--- src/rtl/alu_issue_ctrl_pkg.sv ---
// alu_issue_ctrl_pkg: shared definitions for the ALU issue controller.
//   - ALU_ABC opcode encoding (kADDL..kSLO are the register-writing ALU ops,
//     kBL/kBMH are branches, 10..14 are undefined, kHALT stops execution)
//   - issue_state_t: controller FSM states
//   - pc_sel_t: next-PC selection used by alu_issue_pc
//   - helper functions classifying opcodes
package alu_issue_ctrl_pkg;

  localparam logic [3:0] kADDL = 4'h0;
  localparam logic [3:0] kSUB  = 4'h1;
  localparam logic [3:0] kAND  = 4'h2;
  localparam logic [3:0] kXOR  = 4'h3;
  localparam logic [3:0] kNOT  = 4'h4;
  localparam logic [3:0] kSRG  = 4'h5;
  localparam logic [3:0] kSLG  = 4'h6;
  localparam logic [3:0] kSLO  = 4'h7;
  localparam logic [3:0] kBL   = 4'h8;
  localparam logic [3:0] kBMH  = 4'h9;
  localparam logic [3:0] kHALT = 4'hF;

  typedef enum logic [2:0] {IDLE, FETCH, EXEC, WB, HALT} issue_state_t;

  typedef enum logic [1:0] {PC_HOLD, PC_INC, PC_OFFSET, PC_LOAD} pc_sel_t;

  // ALU ops occupy the contiguous range starting at opcode 0.
  function automatic logic is_alu_op(input logic [3:0] op);
    return op <= kSLO;
  endfunction

  function automatic logic is_branch(input logic [3:0] op);
    return (op == kBL) || (op == kBMH);
  endfunction

  // Only the add and the two general shifts produce a carry worth keeping.
  function automatic logic writes_carry(input logic [3:0] op);
    return (op == kADDL) || (op == kSRG) || (op == kSLG);
  endfunction

endpackage

--- src/rtl/alu_issue_ctrl_if.sv ---
// alu_issue_ctrl_if: bus between the issue controller and its neighbours.
//   pc                        : instruction ROM address
//   instr                     : instruction word from ROM (combinational)
//   op, sc_in                 : ALU opcode and carry/shift in
//   sc_out, br_flag           : ALU carry/shift out and branch-taken flag
//   ra_addr, rb_addr          : register-file read addresses (ALU A / B)
//   wr_addr, rf_we            : register-file write address and enable
// master = controller side, slave = ROM/ALU/register-file side.
interface alu_issue_ctrl_if #(
  parameter int PC_W = 8
);
  logic [PC_W-1:0] pc;
  logic [8:0]      instr;
  logic [3:0]      op;
  logic            sc_in;
  logic            sc_out;
  logic            br_flag;
  logic [2:0]      ra_addr;
  logic [2:0]      rb_addr;
  logic [2:0]      wr_addr;
  logic            rf_we;

  modport master (
    output pc, op, sc_in, ra_addr, rb_addr, wr_addr, rf_we,
    input  instr, sc_out, br_flag
  );

  modport slave (
    input  pc, op, sc_in, ra_addr, rb_addr, wr_addr, rf_we,
    output instr, sc_out, br_flag
  );
endinterface

--- src/rtl/alu_issue_pc.sv ---
// alu_issue_pc: program counter register with next-PC mux.
//   clk, reset_n : clock, synchronous active-low reset (loads START_PC)
//   sel          : hold / +1 / +sign-extended offset / load START_PC
//   offset       : signed 5-bit branch offset
//   pc           : current program counter, wraps modulo 2^PC_W
module alu_issue_pc
  import alu_issue_ctrl_pkg::*;
#(
  parameter int              PC_W     = 8,
  parameter logic [PC_W-1:0] START_PC = '0
) (
  input  logic            clk,
  input  logic            reset_n,
  input  pc_sel_t         sel,
  input  logic [4:0]      offset,
  output logic [PC_W-1:0] pc
);

  logic [PC_W-1:0] pc_nxt;

  always_comb begin
    // NOTE: every combinational output gets a default first so no path leaves
    // it unassigned, which would otherwise infer a latch.
    pc_nxt = pc;
    unique case (sel)
      PC_INC:    pc_nxt = pc + PC_W'(1);
      PC_OFFSET: pc_nxt = pc + {{(PC_W-5){offset[4]}}, offset};
      PC_LOAD:   pc_nxt = START_PC;
      default:   pc_nxt = pc;
    endcase
  end

  // NOTE: state registers use non-blocking assignments so every flop samples
  // pre-edge values regardless of process evaluation order.
  always_ff @(posedge clk) begin
    if (!reset_n) pc <= START_PC;
    else          pc <= pc_nxt;
  end

endmodule

--- src/rtl/alu_issue_ctrl.sv ---
// alu_issue_ctrl: three-cycle (FETCH/EXEC/WB) issue controller for ALU_ABC.
//   clk, reset_n : clock, synchronous active-low reset
//   start        : one-cycle pulse, starts from START_PC when idle or halted
//   bus          : master side of alu_issue_ctrl_if (ROM, ALU, register file)
//   done         : high while halted
//   cycle_cnt    : busy-cycle counter, present only when the macro
//                  ALU_ISSUE_CYCLE_COUNT_EN is defined
module alu_issue_ctrl
  import alu_issue_ctrl_pkg::*;
#(
  parameter int              PC_W     = 8,
  parameter logic [PC_W-1:0] START_PC = '0,
  parameter logic [3:0]      HALT_OP  = kHALT
) (
  input  logic                  clk,
  input  logic                  reset_n,
  input  logic                  start,
  alu_issue_ctrl_if.master      bus,
  output logic                  done
`ifdef ALU_ISSUE_CYCLE_COUNT_EN
  ,
  output logic [15:0]           cycle_cnt
`endif
);

  issue_state_t    state, state_nxt;
  logic [8:0]      ir;
  logic [3:0]      ir_op;
  logic            carry;
  logic            sc_smp;
  logic            br_smp;
  logic            start_acc;
  pc_sel_t         pc_sel;
  logic [PC_W-1:0] pc;
  logic [3:0]      op;
  logic [2:0]      ra_addr, rb_addr, wr_addr;
  logic            rf_we;

  assign ir_op     = ir[8:5];
  assign start_acc = start && ((state == IDLE) || (state == HALT));

  alu_issue_pc #(.PC_W(PC_W), .START_PC(START_PC)) u_pc (
    .clk    (clk),
    .reset_n(reset_n),
    .sel    (pc_sel),
    .offset (ir[4:0]),
    .pc     (pc)
  );

  // State register.
  always_ff @(posedge clk) begin
    if (!reset_n) state <= IDLE;
    else          state <= state_nxt;
  end

  // Next-state logic.
  always_comb begin
    state_nxt = state;
    unique case (state)
      IDLE, HALT: if (start) state_nxt = FETCH;
      FETCH:      state_nxt = EXEC;
      EXEC:       state_nxt = WB;
      WB:         state_nxt = (ir_op == HALT_OP) ? HALT : FETCH;
      default:    state_nxt = IDLE;
    endcase
  end

  // Output logic.
  always_comb begin
    pc_sel  = PC_HOLD;
    op      = '0;
    ra_addr = '0;
    rb_addr = '0;
    wr_addr = '0;
    rf_we   = 1'b0;
    done    = 1'b0;
    unique case (state)
      IDLE: if (start) pc_sel = PC_LOAD;
      HALT: begin
        done = 1'b1;
        if (start) pc_sel = PC_LOAD;
      end
      EXEC: begin
        op = ir_op;
        if (is_alu_op(ir_op)) begin
          ra_addr = ir[4:2];
          rb_addr = {1'b0, ir[1:0]};
        end else if (is_branch(ir_op)) begin
          ra_addr = 3'd0;
          rb_addr = 3'd1;
        end
      end
      WB: begin
        if (ir_op == HALT_OP) begin
          pc_sel = PC_HOLD;
        end else if (is_alu_op(ir_op)) begin
          // Reset asserted during WB must suppress the write in that same
          // cycle, so the enable is gated by the reset input directly.
          rf_we   = reset_n;
          wr_addr = ir[4:2];
          pc_sel  = PC_INC;
        end else if (is_branch(ir_op)) begin
          pc_sel = br_smp ? PC_OFFSET : PC_INC;
        end else begin
          pc_sel = PC_INC;
        end
      end
      default: ;
    endcase
  end

  // Instruction register, ALU result samples and carry flag.
  always_ff @(posedge clk) begin
    if (!reset_n) begin
      ir     <= '0;
      carry  <= 1'b0;
      sc_smp <= 1'b0;
      br_smp <= 1'b0;
    end else begin
      if (start_acc) carry <= 1'b0;
      if (state == FETCH) ir <= bus.instr;
      if (state == EXEC) begin
        sc_smp <= bus.sc_out;
        // ALU_ABC leaves br_flag stale for non-branch ops.
        br_smp <= is_branch(ir_op) && bus.br_flag;
      end
      if ((state == WB) && writes_carry(ir_op)) carry <= sc_smp;
    end
  end

`ifdef ALU_ISSUE_CYCLE_COUNT_EN
  logic running;
  assign running = (state == FETCH) || (state == EXEC) || (state == WB);

  always_ff @(posedge clk) begin
    if (!reset_n)                          cycle_cnt <= '0;
    else if (start_acc)                    cycle_cnt <= '0;
    else if (running && (cycle_cnt != '1)) cycle_cnt <= cycle_cnt + 16'd1;
  end
`endif

  assign bus.pc      = pc;
  assign bus.op      = op;
  assign bus.sc_in   = carry;
  assign bus.ra_addr = ra_addr;
  assign bus.rb_addr = rb_addr;
  assign bus.wr_addr = wr_addr;
  assign bus.rf_we   = rf_we;

endmodule

--- src/flat_wrapper.sv ---
// flat-port wrapper written by rule: the top's interface ports become plain ports
module alu_issue_ctrl_flat import alu_issue_ctrl_pkg::*;
#(
  parameter int              PC_W     = 8,
  parameter logic [PC_W-1:0] START_PC = '0,
  parameter logic [3:0]      HALT_OP  = kHALT
)
  (clk, reset_n, start, done, bus_pc, bus_op, bus_sc_in, bus_ra_addr, bus_rb_addr, bus_wr_addr, bus_rf_we, bus_instr, bus_sc_out, bus_br_flag);
  alu_issue_ctrl_if #(.PC_W(PC_W)) bus_i ();
  input  logic clk;
  input  logic reset_n;
  input  logic start;
  output logic done;
  output wire logic [$bits(bus_i.pc)-1:0] bus_pc;
  output wire logic [$bits(bus_i.op)-1:0] bus_op;
  output wire logic [$bits(bus_i.sc_in)-1:0] bus_sc_in;
  output wire logic [$bits(bus_i.ra_addr)-1:0] bus_ra_addr;
  output wire logic [$bits(bus_i.rb_addr)-1:0] bus_rb_addr;
  output wire logic [$bits(bus_i.wr_addr)-1:0] bus_wr_addr;
  output wire logic [$bits(bus_i.rf_we)-1:0] bus_rf_we;
  input wire logic [$bits(bus_i.instr)-1:0] bus_instr;
  input wire logic [$bits(bus_i.sc_out)-1:0] bus_sc_out;
  input wire logic [$bits(bus_i.br_flag)-1:0] bus_br_flag;
  assign bus_pc = bus_i.pc;
  assign bus_op = bus_i.op;
  assign bus_sc_in = bus_i.sc_in;
  assign bus_ra_addr = bus_i.ra_addr;
  assign bus_rb_addr = bus_i.rb_addr;
  assign bus_wr_addr = bus_i.wr_addr;
  assign bus_rf_we = bus_i.rf_we;
  assign bus_i.instr = bus_instr;
  assign bus_i.sc_out = bus_sc_out;
  assign bus_i.br_flag = bus_br_flag;
  alu_issue_ctrl #(.PC_W(PC_W), .START_PC(START_PC), .HALT_OP(HALT_OP)) u_core (.clk(clk), .reset_n(reset_n), .start(start), .bus(bus_i), .done(done));
endmodule
--- config.mk ---
export PLATFORM = sky130hd
export DESIGN_NAME = alu_issue_ctrl_flat
export DESIGN_NICKNAME = d
export VERILOG_FILES = /design/src/rtl/alu_issue_ctrl_pkg.sv /design/src/rtl/alu_issue_ctrl_if.sv /design/src/rtl/alu_issue_pc.sv /design/src/rtl/alu_issue_ctrl.sv /design/src/flat_wrapper.sv
export SDC_FILE = /design/constraint.sdc
export NUM_CORES = 1
export LEC_CHECK = 0
export ABC_AREA = 1
export BUFFER_PORTS_ARGS = -buffer_cell sky130_fd_sc_hd__buf_2
export CAP_MARGIN = 5
export CORE_UTILIZATION = 39
export CTS_CLUSTER_DIAMETER = 40
export DETAILED_ROUTE_END_ITERATION = 10
export GPL_ROUTABILITY_DRIVEN = 1
export SLEW_MARGIN = 20
export SYNTH_ARGS = -nofsm -noshare
export SYNTH_HDL_FRONTEND = slang
export SYNTH_HIERARCHICAL = 1
export SYNTH_SLANG_ARGS = --single-unit
--- constraint.sdc ---
create_clock -name clk -period 3.65 [get_ports clk]
set_clock_uncertainty 0.2 [all_clocks]
set_input_delay 0.73 -clock clk [delete_from_list [all_inputs] [get_ports clk]]
set_output_delay 0.73 -clock clk [all_outputs]
set_load 0.01 [all_outputs]
# Word level (Yosys, flattened, before mapping)

Cells that the tools add are included.

Equality and inequality tests: 13
$add $sub $neg: 2
Order comparisons: 1
Divide/modulo/power cells: 0
Shift-type cells: 0
Mux-type cells: 24
Bitwise gates (word level): 0
Reduce and logical (&&, ||, !) cells: 12
$mul: 0

Operators by type and width:

| cell                  | number |
|---|---|
| $mux W3               | 8 |
| $pmux W8 S3           | 1 |
| $eq A4 B4 Y1 const B  | 3 |
| $pmux W3 S4           | 1 |
| $mux W2               | 5 |
| $add A8 B1 Y8 const B | 1 |
| $add A8 B8 Y8         | 1 |
| $eq A4 B3 Y1 const B  | 2 |
| $mux W1               | 7 |
| $eq A3 B2 Y1 const B  | 2 |
| $eq A2 B2 Y1 const B  | 2 |
| $le A4 B3 Y1 const B  | 1 |
| $logic_not A4 Y1      | 1 |
| $logic_or A1 B1 Y1    | 4 |
| $mux W4               | 1 |
| $pmux W2 S2           | 1 |
| $eq A3 B1 Y1 const B  | 1 |
| $eq A3 B3 Y1 const B  | 1 |
| $logic_and A1 B1 Y1   | 3 |
| $logic_not A3 Y1      | 1 |
| $reduce_bool A3 Y1    | 1 |
| $eq A2 B1 Y1 const B  | 1 |
| $ne A2 B1 Y1 const B  | 1 |
| $reduce_bool A2 Y1    | 1 |
| $reduce_or A2 Y1      | 1 |

Output and inout port bits: 24
RAM bits: 0
ROM bits: 0
Register bits: 23
Memories kept: 0
Latch bits: 0
Logic and storage cells: 58

# Longest topological paths before layout

Gate-level depths: netlist of run 1.

Depth in word-level cells: 8
Gate-level depth with buffers: 19
Gate-level depth less buffers: 19

# Modules after synthesis

Netlist of run 1, hierarchy kept.

Modules (own cells, without submodules):

| module         | seq. area each (sq um) | area each (sq um) | times used | cells each |
|---|---|---|---|---|
| alu_issue_ctrl | 300.3                  | 729.4             | 1          | 107 |
| alu_issue_pc   | 160.2                  | 634.4             | 1          | 94 |

# Least setup slack after synthesis of run 1

Ideal clock, no wire load.

Path kind: input-to-reg
Start point: input port start
End point: register u_core.u_pc.pc[6]
Required time: 3.380 ns
Cell stages on the path: 16
Setup time: 0.070 ns
Arrival: 2.667 ns
Setup slack: 0.713 ns
Path through: nand2_1 -> o21ai_0 -> inv_2 -> nand2_1 -> or2_2 -> ha_1 -> fa_1 -> nand3_1 -> nand3_1 -> nand3_1 -> nand2_1 -> nand2_1 -> nand2_1 -> nand2_1 -> nand3_1 -> a21oi_1

Longest elaborated chain between the ends: 4

Ends and longest elaborated chain:

| item                                                     | line                                       | RTL |
|---|---|---|
| from (decl)                                              | flat_wrapper.sv:12                         | `input logic start;` |
| $mux W2 (*)                                              | alu_issue_ctrl.sv:78, alu_issue_ctrl.sv:81 |  |
| $pmux W2 S2 (*)                                          | alu_issue_ctrl.sv:77                       | `unique case (state)` |
| net u_core.pc_sel[0]                                     | alu_issue_ctrl.sv:33                       | `pc_sel_t pc_sel;` |
| $eq A2 B2 Y1 / $eq A2 B1 Y1 (equally long branches)      | alu_issue_pc.sv:25                         | `unique case (sel)` |
| $pmux W8 S3 / $reduce_bool A3 Y1 (equally long branches) | -                                          |  |
| to (signal assigned)                                     | alu_issue_pc.sv:37                         | `else pc <= pc_nxt;` |
| to (decl)                                                | alu_issue_pc.sv:16                         | `output logic [PC_W-1:0] pc` |

The timed path passes the listed nets; every way through them passes the cells marked *.
A chain may end at the register's enable or synchronous reset.

# Worst setup path in the final report of run 1

Start point: register u_core.state[2]
End point: register u_core.u_pc.pc[6]

Longest elaborated chain between the ends: 5

Ends and longest elaborated chain:

| item                                                     | line                 | RTL |
|---|---|---|
| from (decl)                                              | alu_issue_ctrl.sv:26 | `issue_state_t state, state_nxt;` |
| from (signal assigned)                                   | alu_issue_ctrl.sv:53 | `else state <= state_nxt;` |
| $eq A3 B3 Y1 / $logic_not A3 Y1 (equally long branches)  | alu_issue_ctrl.sv:77 |  |
| $reduce_or A2 Y1 (no line)                               | -                    |  |
| $pmux W2 S2 (*)                                          | alu_issue_ctrl.sv:77 |  |
| net u_core.pc_sel[0]                                     | alu_issue_ctrl.sv:33 |  |
| $eq A2 B2 Y1 / $eq A2 B1 Y1 (equally long branches)      | alu_issue_pc.sv:25   |  |
| $pmux W8 S3 / $reduce_bool A3 Y1 (equally long branches) | -                    |  |

Marks and branches as above.

==> results of run 1 <==
-- state kept, by name, summed over array words and instances, names as in the netlist --
name              count
u_core/u_pc/pc        8
u_core/state          3
u_core/bus.sc_in      1
u_core/br_smp         1
u_core/ir             9
u_core/sc_smp         1
-- power groups by stage --
| stage | Clock, mW | Combinational, mW | Sequential [mW] |
|---|---|---|---|
| final | 0.124 | 0.413 | 0.381 |
| after global routing | 0.140 | 0.473 | 0.395 |
| after CTS | 0.129 | 0.414 | 0.382 |
| after detailed placement | 0 | 0.413 | 0.388 |
| after global placement | 0 | 0.414 | 0.387 |
| after floorplan | 0 | 0.319 | 0.377 |
-- metal layers --
layer | track usage (%) | vias to the layer above
met4 | 4.87 | 0
li1 | - | 721
met1 | 23.9 | 561
met5 | 0 | -
met3 | 3.15 | 2
met2 | 32.1 | 29
-- kinds of logic after synthesis --
| family | after synthesis |
|---|---|
| flip-flops | 23 |
| adder cells (fa/ha/maj) | 6 |
| AO/OA/AOI/OAI | 42 |
| buffers and inverters | 36 |
| AND/OR/NAND/NOR | 90 |
| XOR/XNOR | 3 |
| other | 1 |
-- layout make-up --
class / instances / area, µm²
Tap cell: 46 / 57.6
Clock buffer: 3 / 22.5
Multi-Input combinational cell: 142 / 756
Fill cell: 355 / 1740
Timing Repair Buffer: 36 / 180
Sequential cell: 23 / 460
Clock inverter: 1 / 5.00
Inverter: 32 / 120
-- through the flow --
stage / area, µm² / total power [mW] / std cells
2_1_floorplan: 1360 / 0.696 / 201
3_3_place_gp: 1570 / 0.802 / 279
3_5_place_dp: 1570 / 0.801 / 279
4_1_cts: 1600 / 0.925 / 283
5_1_grt: 1600 / 1.01 / 283
6_report: 1600 / 0.918 / 283
-- layout by cell type, fill, tap and decap left out --
master | Yosys | layout
buf_2 | 1 | 36
nand2_1 | 36 | 36
inv_1 | 30 | 30
a21oi_1 | 23 | 23
dfxtp_1 | 23 | 23
nor2_1 | 19 | 19
nand3_1 | 16 | 16
o21ai_0 | 14 | 14
nand2_2 | 5 | 5
ha_1 | 5 | 5
clkbuf_4 | 0 | 3
nor3_1 | 3 | 3
nand4_1 | 3 | 3
inv_2 | 2 | 2
nand3_2 | 2 | 2
nor2_2 | 2 | 2
or2_2 | 2 | 2
xor2_1 | 2 | 2
clkinv_2 | 0 | 1
o22ai_1 | 1 | 1
a22oi_1 | 1 | 1
a21boi_0 | 1 | 1
conb_1 | 1 | 1
xor2_2 | 1 | 1
nand4_2 | 1 | 1
a21boi_1 | 1 | 1
o21ai_1 | 1 | 1
nand3b_1 | 1 | 1
fa_1 | 1 | 1
-- critical path, stage by stage (launching register included) --
cell,delay [ns]
dfxtp_1,0.33
inv_1,0.09
nand3_1,0.21
inv_1,0.11
nand2_1,0.11
o21ai_0,0.19
inv_2,0.15
nand2_1,0.10
or2_2,0.29
ha_1,0.21
fa_1,0.40
nand3_1,0.08
nand3_1,0.08
nand3_1,0.09
nand2_1,0.05
nand2_1,0.07
nand2_1,0.05
nand2_1,0.05
nand3_1,0.06
a21oi_1,0.13
-- worst min path at each step --
stage	from	to
2_1_floorplan	u_core/sc_smp	u_core/sc_smp
3_3_place_gp	u_core/sc_smp	u_core/sc_smp
3_5_place_dp	u_core/sc_smp	u_core/sc_smp
4_1_cts	u_core/sc_smp	u_core/sc_smp
5_1_grt	u_core/ir[1]	u_core/ir[1]
6_report	u_core/sc_smp	u_core/sc_smp
==> metrics.txt, run 1 <==
Worst Path Required about 3.7 ns; Setup TNS 0 ns; Avg Cell Area, Syn 6.79 µm²; Final GP Congestion roughly 0.85; CTS max path bufs 2; DRC violations left 0; measured slew at the worst slew-check pin 0.673 ns; Synth Area in Adders 6.06%; synth warn 6; library cells used by synthesis 30; CP Max Fanout 5; TritonCTS clock tree built; clock sinks 23; Netlist Area Pre-Place 1360 µm²; P&R area growth vs syn 17.4%; register bit total from synthesis 23; 1st-iter DRT viols 68; Reg2Reg Launch Point u_core/state[2]; maximum number of pins on one net before global-route repair 20; startpoint types register; CORE AREA 3340 µm²; share of post-route cells with drive strength above 1 roughly 23%; Post CTS Setup Buffer Count 0; largest family of logic cells by synthesized area simple AND/OR/NAND/NOR gates; full die area between 3000 and 4000 µm²; post-synthesis compound-gate area fraction approximately 16%; Net count, final 258; RSZ-0062 raised after global routing false; final core occ 48.0%; Seq/Total Area, Yosys approximately a third; reg2reg end u_core/u_pc/pc[6]; fmax 0.323 GHz; Psw around 0.42 mW; Crit. End Element register; Sw Ratio 45.7%; Logic pwr share 44.9%; Skew-Pair Late Insertion Delay 0.32 ns; Period minus WS final 3.10 ns; pre-CTS setup slack about 0.4 ns; asr flop ratio synth 0%; routed wire length 3060 µm; # IOs 38; Routed Antenna Nets 0; Post-Synth Simple-Gate Area between 30% and 40%; Die W between 60 and 70 µm; global-route wire length before repair between 5000 and 6000 µm; Starting Density approximately two fifths; count leader, synth nand2_1; Rows 21; met1 wire length 1570 µm; wire per inst between 10 and 15 µm; mux contribution to synthesized area 0%; post-DP HPWL 2340 µm; Final period util a little over four fifths; CTS clk-pin slew, worst paths 0.15 ns; H-tree levels 1; vias per inst between 4 and 5; Slew headroom 55.0%; EDFF count, synth 0; ys flop type dfxtp_1; Die H 61.1 µm; Tot GR Track Use approximately 19%; largest cells by area after synthesis dfxtp_1 (34%), nand2_1 (9.9%), a21oi_1 (8.4%); initial antenna violation count 0; sequential share of power around 42%; most frequent cells after synthesis nand2_1 (36), inv_1 (30), a21oi_1 (23), dfxtp_1 (23), nor2_1 (19); drt pass-1 iters 6; Final Slew Violations 0; GR Overflow Total 0; Pwr Density 573 nW/µm²; status completed; Antenna Cells 0; CP Data Arrival Time 3.17 ns; hold_buf cts 0; CP Capture Point u_core/u_pc/pc[6]; maximum VDD drop 224 µV; worst min path class register to register; reg2reg path depth 19; Worst setup startpoint u_core/state[2]; Vias between 1,000 and 1,500; met2 routed WL 1350 µm; cells after synthesis 201; Clock Tree Root clkbuf_4; # Max-Cap Violations 0; number of port buffers 36; # setup viols final 0; internal power between 0.4 and 0.5 mW; Post-Synth XOR/XNOR Area 2.48%; Final Worst Setup Slack ~0.55 ns; final hold vios 0; Min-Delay Path Depth 2; R2R Setup Slk 0.55 ns; Clock power frac 13.6%; critical path class register to register; Top Metal Used met4; Yosys top cell area share 33.8%; syn nets 221; Hold WS 0.269 ns; post_cts resized 0; biggest area consumer among synthesized cells dfxtp_1; TritonCTS Buffers 3; vias in the first global route 1,206; leakage power 0.805 nW; WL met3 105 µm
Power figures use the tool's default switching activity.
==> run 2, diff against run 1 <==
--- a/config.mk
+++ b/config.mk
@@ -5,7 +5,7 @@
 export SDC_FILE = /design/constraint.sdc
 export NUM_CORES = 1
 export LEC_CHECK = 0
-export ABC_AREA = 1
+export ABC_AREA = 0
 export BUFFER_PORTS_ARGS = -buffer_cell sky130_fd_sc_hd__buf_2
 export CAP_MARGIN = 5
 export CORE_UTILIZATION = 39
==> constraint.sdc (replaced) <==
create_clock -name clk -period 3 [get_ports clk]
set_clock_uncertainty 0.2 [all_clocks]
set_input_delay 0.6 -clock clk [delete_from_list [all_inputs] [get_ports clk]]
set_output_delay 0.6 -clock clk [all_outputs]
set_load 0.01 [all_outputs]
==> run 2 against run 1 <==
Routed wire length rose by 29%. Largest power group is now sequential cells. Clock-buffer cell count did not move. Sequential power barely moved. Critical path depth fell by 6. Utilization rose by 4.5 points. Area after synthesis rose by 19%. Synthesized cell count fell by 2.5%. Register-to-register slack got worse by 0.45 ns.
==> metrics.txt, run 2 <==
Slew headroom 64.2% (+9.2 points); Final period util 96.7% (+12 points); Crit. End Element register; vias per inst 5.26 (+13%); share of post-route cells with drive strength above 1 36.1% (+13 points); routed wire length 3940 µm (+29%); # IOs 38 (unchanged); placed cell count 288 (+3.2%); biggest regs u_core/ir (9), u_core/u_pc/pc (8), u_core/state (3); Skew-Pair Late Insertion Delay 0.27 ns (-0.05 ns); fmax 0.345 GHz (+6.8%); Die H 66.6 µm (+8.9%); TritonCTS Buffers 3 (unchanged); Seq/Total Area, Yosys 28.3% (-5.5 points); measured slew at the worst slew-check pin 0.534 ns (-0.139 ns); P&R area growth vs syn 29.1%; Worst Path Required 2.96 ns (-0.76 ns); maximum number of pins on one net before global-route repair 27 (+35%); post-DP HPWL 2810 µm (+20%); EDFF count, synth 0 (unchanged); Most flops, register u_core/ir; startpoint types register; TritonCTS clock tree built; biggest area consumer among synthesized cells dfxtp_1; Period minus WS final 2.90 ns (-0.196 ns); critical path class register to register; final core occ 52.5% (+4.5 points); Netlist Area Pre-Place 1630 µm² (+19%); Hold WS 0.256 ns (-0.0130 ns); cells after synthesis 196 (-2.5%); Vias 1,547 (+18%); final hold vios 0 (unchanged); full die area 4430 µm² (+19%); Rows 23 (+9.5%); asr flop ratio synth 0% (unchanged); syn nets 216 (-2.3%); max reg flops 9 (unchanged); CORE AREA 4000 µm² (+20%); GR Overflow Total 0 (unchanged); global-route wire length before repair 6270 µm (+22%); Final Slew Violations 0 (unchanged); Antenna Cells 0 (unchanged); # Max-Cap Violations 0 (unchanged); slowest stage cell, crit path dfxtp_1; CTS clk-pin slew, worst paths 0.09 ns (-0.06 ns); 1st-iter DRT viols 102 (+50%); R2R Setup Slk 0.1 ns (-0.45 ns); worst min path class register to register; reg2reg end u_core/u_pc/pc[7]; Net count, final 265 (+2.7%); worst path cell trace buf_4 -> nor2_1 -> nand2_1 -> o21ai_2 -> nor2b_4 -> buf_4 -> and2_1 -> ha_4 -> o21ai_1 -> o21bai_2 -> o21ai_1 -> and4b_1 -> a221o_1; RSZ-0062 raised after global routing true; Worst setup startpoint u_core/state[1]; Max stage delay on crit path 0.32 ns (-0.08 ns); Yosys top cell area share 28.3% (-5.5 points); CP Capture Point u_core/u_pc/pc[7]; hold_buf cts 0 (unchanged); ys flop type dfxtp_1; reg2reg path depth 13 (-6); Clock Tree Root clkbuf_8; DRC violations left 0 (unchanged); initial antenna violation count 0 (unchanged); maximum VDD drop 263 µV (+17%); Avg Cell Area, Syn 8.30 µm² (+22%); Pwr Density 444 nW/µm² (-23%); most frequent cells after synthesis dfxtp_1 (23), and2_1 (18), nand2_1 (15); non-filler instance count after layout 294 (+3.9%); vias in the first global route 1,375 (+14%); Final Worst Setup Slack 0.0999 ns (-0.454 ns); Tot GR Track Use 18.5% (-0.080 points); H-tree levels 1 (unchanged); drt pass-1 iters 4 (-2); most common cell after layout, fill and taps aside buf_2; total power 0.932 mW (+1.5%); Reg2Reg Launch Point u_core/state[1]; Die W 66.6 µm (+8.9%); status completed; largest cells by area after synthesis dfxtp_1 (28%), and2_1 (6.9%), mux2i_1 (6.8%); CTS max path bufs 2 (unchanged); CP Max Fanout 6 (+1); leakage power 0.928 nW (+15%); register bit total from synthesis 23 (unchanged); pre-CTS setup slack -0.0258 ns (-0.425 ns); number of port buffers 36 (unchanged); Starting Density 40.7% (-0.21 points); commonest non-fill, non-tap cells in the layout buf_2 (36), and2_1 (18), dfxtp_1 (18); count leader, synth dfxtp_1; library cells used by synthesis 58 (+93%); Final GP Congestion 0.835 (-1.4%); synth warn 6 (unchanged); Routed Antenna Nets 0 (unchanged); CP Data Arrival Time 2.86 ns (-0.31 ns); clock sinks 23 (unchanged); # setup viols final 0 (unchanged); wire per inst 13.4 µm (+24%)
## run 2: cell types whose count changed after synthesis, sizes merged, moves of 4 or more
cell / delta
a21oi: -15
and2: +18
clkbuf: +4
inv: -25
mux2i: +11
nand2: -26
nand2b: +5
nand3: -12
nor2: -9
nor2b: +10
nor3b: +4
o21ai: -4
## run 2: how the worst min path moves through the flow
| stage | startpoint | end | cells past startpoint |
|---|---|---|---|
| CTS | u_core/sc_smp | u_core/bus.sc_in | 2 |
| global placement | u_core/sc_smp | u_core/bus.sc_in | 2 |
| global route | u_core/sc_smp | u_core/bus.sc_in | 2 |
| floorplan | u_core/sc_smp | u_core/bus.sc_in | 2 |
| detailed placement | u_core/sc_smp | u_core/bus.sc_in | 2 |
| finish | u_core/sc_smp | u_core/bus.sc_in | 2 |
## run 2: kinds of logic after synthesis
kind of cell               share of synthesized area (%)
buffers and inverters                               5.77
AOI/OAI and AO/OA                                   16.2
adders and majority gates                           5.69
xor gates and xnor gates                            2.69
muxes                                               6.77
other                                              0.231
DFF                                                 28.3
and+or+nand+nor                                     34.4
## run 2: layout make-up
class / count / area (µm²)
fillers: 406 / 1900
multi-input cells: 156 / 1170
flip-flops and latches: 23 / 469
repair buffers: 54 / 319
well taps: 50 / 62.6
clock buffers: 3 / 41.3
inverters: 7 / 31.3
clock inverters: 1 / 7.51
## run 2: timing repair
item | CTS | global route
setup buffers | 0 | 2
gates resized for setup | 1 | 22
pin swaps | 0 | 9
setup endpoints to repair | 2 | 4
## run 2: per-stage QoR
stage	cell area (µm²)	setup TNS (ns)
after CTS	1980	0
after global placement	1930	-0.0217
after floorplan	1640	0
after detailed placement	1930	-0.0258
after global routing	2100	-0.116
final	2100	0
## run 2: power by group
group	total, mW	switching [mW]	internal [mW]
clock network	0.203	0.109	0.0941
registers	0.381	0.0426	0.339
logic	0.347	0.186	0.162
## run 2: metal layers
layer | GRT usage, % | wire length, µm
met5 | 0 | 0
met4 | 4.79 | 34
met3 | 6.16 | 255
met2 | 29.2 | 1900
met1 | 23.9 | 1750
## run 2: worst max-delay path: cells and delay by family, from the launching register on
| family | cells | cell delay, ns |
|---|---|---|
| AO/OA/AOI/OAI | 5 | 0.93 |
| AND/OR/NAND/NOR | 5 | 0.75 |
| flip-flops | 1 | 0.32 |
| adder cells (fa/ha/maj) | 1 | 0.30 |
| buffers and inverters | 2 | 0.29 |
